$ cat src/rtl/mux2_rr_arbiter.sv
// -----------------------------------------------------------------------------
// mux2_rr_arbiter
//
// Round-robin arbiter and sequencer for a shared 2:1 multiplexer channel.
// Two requesters compete for one output path. One requester is granted at a
// time. The block drives the mux select and enable, and registers the selected
// data onto the shared output.
//
// Each grant has a bounded hold time while the other side is waiting. On every
// owner change a one-cycle dead gap is inserted, so the mux never switches
// while it is enabled.
//
// Ports
//   clk        system clock, rising edge
//   rst_n      asynchronous active-low reset
//   req0/req1  requests; each is held high for the whole transfer
//   in0_data   requester 0 data
//   in1_data   requester 1 data
//   gnt0/gnt1  registered grants; never both high
//   sel        registered mux select (0 = in0_data, 1 = in1_data)
//   enb        mux enable, equal to gnt0 | gnt1
//   out_data   registered mux output; holds its value while enb is low
//   out_valid  out_data carries a granted requester's data
//   busy       FSM is not idle
//
// States
//   IDLE   | no owner; waiting for a request
//   GNT0   | requester 0 owns the channel
//   GNT1   | requester 1 owns the channel
//   SWITCH | one-cycle dead gap between owners; enable is low, select held
// -----------------------------------------------------------------------------
module mux2_rr_arbiter #(
    parameter int WIDTH    = 8,
    parameter int MAX_HOLD = 4,
    parameter int HOLD_W   = 8
) (
    input  logic             clk,
    input  logic             rst_n,
    input  logic             req0,
    input  logic             req1,
    input  logic [WIDTH-1:0] in0_data,
    input  logic [WIDTH-1:0] in1_data,
    output logic             gnt0,
    output logic             gnt1,
    output logic             sel,
    output logic             enb,
    output logic [WIDTH-1:0] out_data,
    output logic             out_valid,
    output logic             busy
);

    typedef enum logic [1:0] {
        IDLE   = 2'd0,
        GNT0   = 2'd1,
        GNT1   = 2'd2,
        SWITCH = 2'd3
    } state_t;

    localparam logic [HOLD_W-1:0] HOLD_LAST = HOLD_W'(MAX_HOLD - 1);
    localparam logic [HOLD_W-1:0] HOLD_ONE  = HOLD_W'(1);

    state_t             state_q, state_d;
    logic               last_q, last_d;
    logic [HOLD_W-1:0]  hold_cnt_q, hold_cnt_d;
    logic               sel_q, sel_d;
    logic               gnt0_q, gnt1_q;
    logic [WIDTH-1:0]   out_data_q, out_data_d;
    logic               out_valid_q, out_valid_d;

    logic               grant_take;
    logic               grant_id;
    logic               req_other;
    logic               req_last;
    logic               own_req;
    logic               oth_req;
    logic               enb_w;

    assign enb_w = gnt0_q | gnt1_q;

    // Next-state decision. Any path that hands the channel to a requester
    // goes through grant_take, so entry actions are applied in one place:
    // the counter is cleared, the owner is remembered, and the select is set.
    always_comb begin
        state_d    = state_q;
        last_d     = last_q;
        hold_cnt_d = hold_cnt_q;
        sel_d      = sel_q;
        grant_take = 1'b0;
        grant_id   = 1'b0;

        // "other" is the side that did not own the channel most recently.
        req_other  = last_q ? req0 : req1;
        req_last   = last_q ? req1 : req0;
        own_req    = (state_q == GNT1) ? req1 : req0;
        oth_req    = (state_q == GNT1) ? req0 : req1;

        unique case (state_q)
            IDLE: begin
                if (req0 && req1) begin
                    grant_take = 1'b1;
                    grant_id   = ~last_q;
                end else if (req0) begin
                    grant_take = 1'b1;
                    grant_id   = 1'b0;
                end else if (req1) begin
                    grant_take = 1'b1;
                    grant_id   = 1'b1;
                end
            end

            GNT0, GNT1: begin
                // A release takes priority over preemption; both outcomes
                // lead to SWITCH when the other side is waiting.
                if (!own_req) begin
                    state_d    = oth_req ? SWITCH : IDLE;
                    hold_cnt_d = '0;
                end else if (oth_req && (hold_cnt_q == HOLD_LAST)) begin
                    state_d    = SWITCH;
                    hold_cnt_d = '0;
                end else if (hold_cnt_q != HOLD_LAST) begin
                    hold_cnt_d = hold_cnt_q + HOLD_ONE;
                end
            end

            SWITCH: begin
                // Requests are re-sampled here. If a preempting requester
                // has vanished, the previous owner can get the channel back.
                if (req_other) begin
                    grant_take = 1'b1;
                    grant_id   = ~last_q;
                end else if (req_last) begin
                    grant_take = 1'b1;
                    grant_id   = last_q;
                end else begin
                    state_d = IDLE;
                end
            end

            default: begin
                state_d    = IDLE;
                hold_cnt_d = '0;
            end
        endcase

        if (grant_take) begin
            state_d    = grant_id ? GNT1 : GNT0;
            hold_cnt_d = '0;
            last_d     = grant_id;
            sel_d      = grant_id;
        end
    end

    // The datapath uses the currently registered enable and select. Data
    // therefore follows the grant by one edge.
    always_comb begin
        out_data_d  = enb_w ? (sel_q ? in1_data : in0_data) : out_data_q;
        out_valid_d = enb_w & (sel_q ? req1 : req0);
    end

    always_ff @(posedge clk or negedge rst_n) begin
        if (!rst_n) begin
            state_q     <= IDLE;
            last_q      <= 1'b1;
            hold_cnt_q  <= '0;
            sel_q       <= 1'b0;
            gnt0_q      <= 1'b0;
            gnt1_q      <= 1'b0;
            out_data_q  <= '0;
            out_valid_q <= 1'b0;
        end else begin
            state_q     <= state_d;
            last_q      <= last_d;
            hold_cnt_q  <= hold_cnt_d;
            sel_q       <= sel_d;
            gnt0_q      <= (state_d == GNT0);
            gnt1_q      <= (state_d == GNT1);
            out_data_q  <= out_data_d;
            out_valid_q <= out_valid_d;
        end
    end

    assign gnt0      = gnt0_q;
    assign gnt1      = gnt1_q;
    assign sel       = sel_q;
    assign enb       = enb_w;
    assign out_data  = out_data_q;
    assign out_valid = out_valid_q;
    assign busy      = (state_q != IDLE);

endmodule

$ cat config.mk
export PLATFORM = sky130hd
export DESIGN_NAME = mux2_rr_arbiter
export DESIGN_NICKNAME = d
export VERILOG_FILES = /design/src/rtl/mux2_rr_arbiter.sv
export SDC_FILE = /design/constraint.sdc
export NUM_CORES = 1
export LEC_CHECK = 0
export CORE_MARGIN = 1
export CORE_UTILIZATION = 35
export CTS_CLUSTER_SIZE = 8
export DETAILED_ROUTE_END_ITERATION = 16
export GPL_TIMING_DRIVEN = 0
export PLACE_DENSITY_LB_ADDON = 0.25
export SETUP_SLACK_MARGIN = 0.1
export SYNTH_ARGS = -nofsm -noshare
export SYNTH_HDL_FRONTEND = slang
export SYNTH_SLANG_ARGS = --single-unit
$ cat constraint.sdc
create_clock -name clk -period 1.8 [get_ports clk]
set_input_delay 0.27 -clock clk [delete_from_list [all_inputs] [get_ports clk]]
set_output_delay 0.27 -clock clk [all_outputs]
set_load 0.02 [all_outputs]
* After elaboration in Yosys (flattened, before gate mapping) *
Index checks and enable logic that the tools add are counted.

word-level totals
  register bits = 23
  bits of input ports = 20
  output and inout bits = 14
  logic and storage cells = 57

operators by class
  add/subtract/negate cells = 1
  equal/unequal tests = 8
  mux-type cells = 30
  bitwise logic cells = 3
  reductions and logical operators = 7

operator list
  kind                                                 number
  2-to-1 mux 8 bit                                     6
  2-to-1 mux 1 bit                                     14
  2-to-1 mux 2 bit                                     7
  adder 8 x 1 -> 8 bit, second input constant          1
  equality test 8 x 2 -> 1 bit, second input constant  1
  != test 8 x 2 -> 1 bit, second input constant        1
  equality test 2 bit, second input constant           3
  equality test 2 x 1 -> 1 bit, second input constant  2
  != test 4 x 2 -> 1 bit, second input constant        1
  one-hot mux 1 bit (2 select lines)                   2
  one-hot mux 2 bit (2 select lines)                   1
  nonzero test 2 bit                                   2
  logical AND 1 bit                                    2
  logical NOT 2 bit                                    1
  AND reduction 2 bit                                  1
  OR reduction 2 bit                                   1
  bitwise AND 1 bit                                    1
  NOT 1 bit                                            1
  bitwise OR 1 bit                                     1

* Logic depth before layout (Yosys ltp) *
Gate-level depths: netlist of run 1.

  depth after elaboration = 8
  depth in mapped cells = 6
  mapped depth without buffers = 6

* Least setup slack after synthesis of run 1 *
Ideal clock, no wire load.

  kind = register to register
  from = reg state_q[0]
  to = reg hold_cnt_q[2]
  setup time = 0.126 ns
  data arrival time = 1.686 ns
  required time = 1.674 ns
  slack = -0.012 ns
  cell stages (with the launch flop) = 7
  path buffers = 0
  clock period less this slack = 1.812 ns
  path through = dfrtp_1 inv_1 ha_1 o21ba_2 o21ai_1 o21a_2 a221o_1

on the way
  word-level cells in the longest chain between the ends = 7
  elaborated cells between the ends (all ways) = 16
  those cells by class = eq/ne: 4; mux: 7; reduce/logical: 5

ends and longest elaborated chain
  what                    line        text
  from (decl)             62          state_t state_q, state_d;
  from (signal assigned)  171         state_q <= state_d;
  equality test 2 bit     94, 95, 97
  2-to-1 mux 1 bit        95          oth_req = (state_q == GNT1) ? req0 : req1;
  logical AND 1 bit       117         end else if (oth_req && (hold_cnt_q == HOLD_LAST)) begin
  2-to-1 mux 8 bit        117
  2-to-1 mux 8 bit        114         if (!own_req) begin
  2-to-1 mux 8 bit        97          unique case (state_q)
  2-to-1 mux 8 bit        145         if (grant_take) begin
  to (signal assigned)    173         hold_cnt_q <= hold_cnt_d;
  to (decl)               64          logic [HOLD_W-1:0] hold_cnt_q, hold_cnt_d;

Several ways; a longest one is shown, not always the timed one. The select of a mux whose other input is x is not followed.
A chain may end at the register's enable or synchronous reset.

* Final worst setup path of run 1 *
  from = reg state_q[1]
  to = reg hold_cnt_q[2]

Same word-level chain as after synthesis.

==> reports/results.txt, run 1 <==
synthesized area: 0.00127 mm2
vias in the first global route: 1171
Synth warnings: 0
max cap viols: 0
RSZ-0062 raised after global routing: true
number of DRC markers in iteration 0: 35
Yosys cell types: 42
post-layout min period: 1.77 ns
register area: 578 um2
P per Cell Area: 1640 mW/mm2
H-Tree Depth: 1
Fmax: 0.564 GHz
P_leak: 0.826 nW
Synth Area in XOR/XNOR: 1.38%
antenna diode count: 0
CP peak stage delay: 0.43 ns
Hold Path Class: in2reg
Data required, critical path: 2.01 ns
Buffers on Ports: 31
post-synthesis register bit count: 23
Synth Area in Compound Gates: 20.0%
Final Core Density: 53.0%
final setup violation count: 0
number of routed nets with antenna violations: 0
Initial Utilization: 37.2%
Tightest Pin Transition: 1.03 ns
maximum number of pins on one net before global-route repair: 24
CP cell instances: buf_6, ha_4, and3b_1, o211a_1, o21a_4, a221o_1
Critical Path AT: 1.99 ns
most common cell after layout, fill and taps aside: clkdlybuf4s50_1
Sink Count: 23
Buf/Inv on CP: 1
die width: 62.2 um
worst setup path end: hold_cnt_q[2]$_DFFE_PN0P_
adder-cell area share of the yosys netlist: 3.94%
Post-Syn Nets: 148
WL/cell: 14.0 um
synthesized instance count: 124
final WL: 3.00 mm
Congestion Overflow GR: 0
layout cells sized above 1: 22.0%
Filler cells: 313
Setup crit end kind: flip-flop
Top delay family on crit path: compound AO/OA/AOI/OAI gates
Max FO, Critical Path: 7
Die Area: 0.00387 mm2
routed vias: 1090
Slew headroom: 31.0%
Vias/cell: 5.09
sequential area share after synthesis: 45.4%
r2r worst-path depth: 6
Final Hold Violating Endpoints: 0
row cnt: 21
Tot GR Track Use: 16.6%
io pins: 34
DRC: 0
area of the core: 0.00342 mm2
first-pass GRT wire length: 5.09 mm
P&R area growth vs syn: 42.5%
Clk pin slew, worst setup/hold paths: 0.13 ns
CTS Buffer Depth: 2
Die Y-Extent: 62.2 um
Multi-input gate area: 721 um2
Inserted Clock Buffers: 3
final period utilization: 98.6%
R2R Path Start: state_q[1]$_DFF_PN0_
combinational family with the most area after synthesis: compound AO/OA/AOI/OAI gates
Worst path depth: 6
status: finished clean
Skew-Pair Late Insertion Delay: 0.31 ns
CP startpoint: state_q[1]$_DFF_PN0_
Tot Pwr: 2.98 mW
commonest cells after routing, fill and taps aside: clkdlybuf4s50_1 (29), dfrtp_1 (21), nand2_1 (16)
First-pass DRT Iterations: 4
CTS tree: yes
CP Launch Type: flip-flop
GP Congestion: 0.764
DPL Wire Length: 2.13 mm
Post-Synth Simple-Gate Area: 17.1%
Crit Reg-Reg Endpoint: hold_cnt_q[2]$_DFFE_PN0P_
Slew Limit Fails: 0
nets@finish: 193
mux share of post-synthesis cell area: 8.77%
Final Skew: 0.00372 ns
syn_area_per_cell: 10.2 um2
CTS root buf: clkbuf_4
critical path's slowest cell: dfrtp_1
initial antenna violation count: 0
crit path kind: reg2reg
Max VDD drop: 0.866 mV
hold_buf cts: 0
internal reg-to-reg setup slack: 0.03 ns
## power by group
| group | internal [mW] | switching [mW] |
|---|---|---|
| sequential | 0.717 | 0.126 |
| clock | 0.0831 | 0.162 |
| combinational | 0.901 | 0.987 |
| total | 1.70 | 1.27 |
## worst min-delay path by stage
stage	from	end	depth (start not counted)
after global placement	out_data[0]$_DFFE_PN0N_	out_data[0]$_DFFE_PN0N_	2
after CTS	req0	out_valid$_DFF_PN0_	3
after floorplan	rst_n	gnt0$_DFF_PN0_	0
after detailed placement	out_data[6]$_DFFE_PN0N_	out_data[6]$_DFFE_PN0N_	2
final	req0	out_valid$_DFF_PN0_	3
after global routing	req0	out_valid$_DFF_PN0_	3
## sequential cells by signal, summed over array words and instances (netlist names)
name        flops
out_valid       1
last_q          1
gnt0            1
sel             1
hold_cnt_q      8
state_q         2
out_data        8
gnt1            1
## kinds of logic after synthesis
| family | count (synthesis) |
|---|---|
| buffers and inverters | 10 |
| XOR/XNOR | 2 |
| flip-flops | 23 |
| AO/OA/AOI/OAI | 36 |
| adder cells (fa/ha/maj) | 4 |
| AND/OR/NAND/NOR | 38 |
| multiplexers | 11 |
## per-stage QoR
stage / std cells / TNS (ns) / setup slack, ns / instance area, um2 / hold WS [ns]
6_report: 214 / 0 / 0.0258 / 1810 / 0.282
5_1_grt: 214 / -0.0147 / -0.0147 / 1810 / 0.294
4_1_cts: 211 / 0 / 0.0168 / 1770 / 0.260
3_5_place_dp: 201 / -0.390 / -0.293 / 1670 / 0.472
3_3_place_gp: 201 / -0.286 / -0.249 / 1670 / 0.464
2_1_floorplan: 124 / 0 / 0.104 / 1300 / -0.0256
## synthesized netlist by cell type
cell | n | area, um2
xor2_1 | 1 | 8.76
nor2_1 | 5 | 18.8
or3_1 | 1 | 6.26
o211a_1 | 1 | 10.0
inv_1 | 5 | 18.8
buf_4 | 1 | 7.51
o2111ai_1 | 3 | 26.3
a221o_1 | 1 | 10.0
a31oi_1 | 2 | 12.5
o21a_2 | 1 | 8.76
o22ai_1 | 1 | 6.26
xnor2_1 | 1 | 8.76
and2b_2 | 1 | 8.76
dfrtp_1 | 22 | 551
and3b_1 | 2 | 17.5
nor3_2 | 1 | 10.0
a21o_1 | 3 | 22.5
ha_1 | 4 | 50.1
o211ai_1 | 1 | 7.51
nand2b_1 | 1 | 6.26
clkbuf_1 | 3 | 11.3
o21ai_1 | 2 | 10.0
buf_2 | 1 | 5.00
o21ai_0 | 9 | 45.0
a41o_1 | 1 | 10.0
nand3_2 | 1 | 10.0
a22o_1 | 3 | 26.3
or2_1 | 1 | 6.26
nor4b_4 | 1 | 23.8
a21oi_1 | 4 | 20.0
o21ba_2 | 1 | 10.0
nand2_1 | 16 | 60.1
mux2i_1 | 10 | 100
nand3_1 | 3 | 15.0
nor3b_1 | 2 | 15.0
mux2_2 | 1 | 11.3
a211o_1 | 1 | 8.76
dfstp_2 | 1 | 26.3
and3_1 | 2 | 12.5
a211oi_2 | 1 | 12.5
o21bai_1 | 1 | 7.51
and3_2 | 1 | 7.51
## layer usage
| layer | vias to the layer above | GRT usage, % | routed length, um |
|---|---|---|---|
| met3 | 6 | 1.84 | 91 |
| li1 | 536 | - | - |
| met1 | 529 | 18.9 | 1250 |
| met4 | 0 | 7.56 | 40 |
| met2 | 19 | 30.9 | 1610 |
| met5 | - | 0 | 0 |
## tightest hold or removal path, stage by stage
cell	delay (ns)
buf_4	0.14
mux2i_1	0.08
nor2_1	0.08
## what timing repair did
item | 4_1_cts | 5_1_grt
gates cloned | 0 | 0
resized for setup | 12 | 9
pin swaps | 4 | 5
setup buffers | 6 | 3
setup endpoints to repair | 11 | 14
## cell type report
| type | count | share of cell area [%] |
|---|---|---|
| Buffer | 5 | 1.94 |
| Clock buffer | 3 | 1.24 |
| Clock inverter | 1 | 0.277 |
| Inverter | 5 | 1.04 |
| Multi-Input combinational cell | 91 | 39.8 |
| Sequential cell | 23 | 32.0 |
| Tap cell | 46 | 3.18 |
| Timing Repair Buffer | 40 | 20.5 |
Power figures use the tool's default switching activity.
==> run 2: changes to the inputs <==
--- a/config.mk
+++ b/config.mk
@@ -12,6 +12,7 @@
 export GPL_TIMING_DRIVEN = 0
 export PLACE_DENSITY_LB_ADDON = 0.25
 export SETUP_SLACK_MARGIN = 0.1
+export SLEW_MARGIN = 20
 export SYNTH_ARGS = -nofsm -noshare
 export SYNTH_HDL_FRONTEND = slang
 export SYNTH_SLANG_ARGS = --single-unit
==> constraint.sdc (replaced) <==
create_clock -name clk -period 1.8 [get_ports clk]
set_input_delay 0.27 -clock clk [delete_from_list [all_inputs] [get_ports clk]]
set_output_delay 0.27 -clock clk [all_outputs]
set_load 0.01 [all_outputs]
==> run 2 against run 1 <==
Effect of this change:
- worst setup slack gained 0.0094 ns
- die area unchanged
- clock power about the same
- flip-flop and latch count did not move
- via count up 5.2%
- clock skew barely moved
- highest routed layer unchanged
==> reports/results.txt, run 2 (synthesis gave the netlist of run 1 again) <==
Critical Path AT: 1.98 ns (about the same)
nets@finish: 199 (+3.1%)
Tightest Pin Transition: 0.704 ns (-0.327 ns)
status: finished clean
P per Cell Area: 1640 mW/mm2 (-0.34%)
DRC: 0 (unchanged)
Setup crit end kind: flip-flop
P_leak: 0.862 nW (+4.3%)
Max VDD drop: 0.900 mV (+4.0%)
layout cells sized above 1: 25.3% (+3.3 points)
final setup violation count: 0 (unchanged)
DPL Wire Length: 2.13 mm (unchanged)
Hold Crit Start: req0
Hold Slack: 0.290 ns (+0.00780 ns)
Skew-Pair Late Insertion Delay: 0.31 ns (about the same)
Max FO, Critical Path: 7 (unchanged)
internal power: 1.86 mW (+9.1%)
r2r worst-path depth: 6 (unchanged)
Tot GR Track Use: 16.4% (-0.23 points)
internal reg-to-reg setup slack: 0.04 ns (about the same)
Slew Limit Fails: 0 (unchanged)
area of the core: 0.00342 mm2 (unchanged)
row cnt: 21 (unchanged)
Clk pin slew, worst setup/hold paths: 0.13 ns (about the same)
Initial Utilization: 37.2% (unchanged)
number of routed nets with antenna violations: 0 (unchanged)
Vias/cell: 5.21 (+2.4%)
Data required, critical path: 2.01 ns (about the same)
sequential power share: 26.9% (-1.4 points)
Crit Reg-Reg Endpoint: hold_cnt_q[2]$_DFFE_PN0P_
R2R Path Start: state_q[1]$_DFF_PN0_
WL/cell: 14.5 um (+3.6%)
First-pass DRT Iterations: 4 (unchanged)
maximum number of pins on one net before global-route repair: 24 (unchanged)
number of DRC markers in iteration 0: 19 (-46%)
CTS tree: yes
hold depth: 3 (unchanged)
Net Switching: 1.22 mW (-4.1%)
Sink Count: 23 (unchanged)
Fmax: 0.567 GHz (+0.53%)
most common cell after layout, fill and taps aside: clkdlybuf4s50_1
CP Launch Type: flip-flop
P&R area growth vs syn: 47.9%
Hold EP: out_valid$_DFF_PN0_
clock network power share: 8.0% (-0.2 points)
CTS Buffer Depth: 2 (unchanged)
final WL: 3.19 mm (+6.5%)
max cap viols: 0 (unchanged)
RSZ-0062 raised after global routing: true
antenna diode count: 0 (unchanged)
Final Hold Violating Endpoints: 0 (unchanged)
GP Congestion: 0.764 (unchanged)
switch share: 39.7% (-3.1 points)
die width: 62.2 um (unchanged)
initial antenna violation count: 0 (unchanged)
Slew headroom: 53.1% (+22 points)
first-pass GRT wire length: 5.04 mm (-1.1%)
H-Tree Depth: 1 (unchanged)
Final Skew: 0.00353 ns (-0.000187 ns)
post-layout min period: 1.76 ns (-0.00937 ns)
CTS root buf: clkbuf_4
crit path kind: reg2reg
Buffers on Ports: 31 (unchanged)
Comb pwr share: 65.1% (+1.7 points)
Die Y-Extent: 62.2 um (unchanged)
Inserted Clock Buffers: 3 (unchanged)
io pins: 34 (unchanged)
commonest cells after routing, fill and taps aside: clkdlybuf4s50_1 (28), dfrtp_1 (22), nand2_1 (16)
vias in the first global route: 1146 (-2.1%)
Hold Path Class: in2reg
Die Area: 0.00387 mm2 (unchanged)
Congestion Overflow GR: 0 (unchanged)
Final Core Density: 55.0% (+2.0 points)
routed vias: 1147 (+5.2%)
final period utilization: 98.0% (-0.52 points)
run 2: cell types whose count changed in the layout (fill, tap and decap cells not counted), moves of 2 or more:
cell | before | now
clkbuf_2 | 3 | 0
dlygate4sd2_1 | 0 | 2
buf_4 | 9 | 15
ha_2 | 0 | 2
run 2: area by class of cell:
cell class	count	area (um2)
plain buffers	4	31.3
fillers	310	1540
clock buffers	3	22.5
repair buffers	47	429
flip-flops and latches	23	577
multi-input cells	91	737
well taps	46	57.6
clock inverters	1	5.00
inverters	5	18.8
run 2: worst max-delay path by stage:
stage / from / end / cells after the start
3_3_place_gp: gnt1$_DFF_PN0_ / enb / 4
6_report: state_q[1]$_DFF_PN0_ / hold_cnt_q[2]$_DFFE_PN0P_ / 6
4_1_cts: state_q[1]$_DFF_PN0_ / hold_cnt_q[2]$_DFFE_PN0P_ / 6
3_5_place_dp: gnt1$_DFF_PN0_ / enb / 4
2_1_floorplan: state_q[1]$_DFF_PN0_ / hold_cnt_q[2]$_DFFE_PN0P_ / 6
5_1_grt: state_q[0]$_DFF_PN0_ / hold_cnt_q[7]$_DFFE_PN0P_ / 7
run 2: stage by stage:
step,cells,TNS (ns),instance area (um2),setup slack [ns],power [mW]
after floorplan,124,0,1300,0.104,1.77
after global placement,201,-0.226,1670,-0.189,2.29
after detailed placement,201,-0.330,1670,-0.234,2.37
after CTS,210,0,1780,0.0121,2.80
after global routing,220,-0.0250,1880,-0.0150,3.28
final,220,0,1880,0.0352,3.08
run 2: critical path, cell delays in order (launching register included):
cell	delay, ns
dfrtp_1	0.43
buf_6	0.13
ha_4	0.16
and3b_1	0.16
o211a_1	0.23
o21a_4	0.23
a221o_1	0.32
run 2: per-layer routing:
metal  GRT usage (%)  share of wire, %
met5               0                 0
met4            7.56               1.3
met3            1.84               3.3
met2            29.9                54
met1            19.0                41
run 2: what timing repair did:
action                     4_1_cts  5_1_grt
hold endpoints to repair         0       22
pin swaps                        8        9
setup endpoints to repair       11       12
gates resized for setup         15        5
hold buffers                     0        1
buffers inserted                 5       10
run 2: power by group through the flow:
stage                     Clock, mW  Combinational [mW]  Sequential [mW]
after CTS                     0.250                1.72            0.832
after floorplan                   0               0.874            0.898
after global placement            0                1.45            0.839
final                         0.246                2.00            0.828
after detailed placement          0                1.52            0.850
after global routing          0.273                2.15            0.853
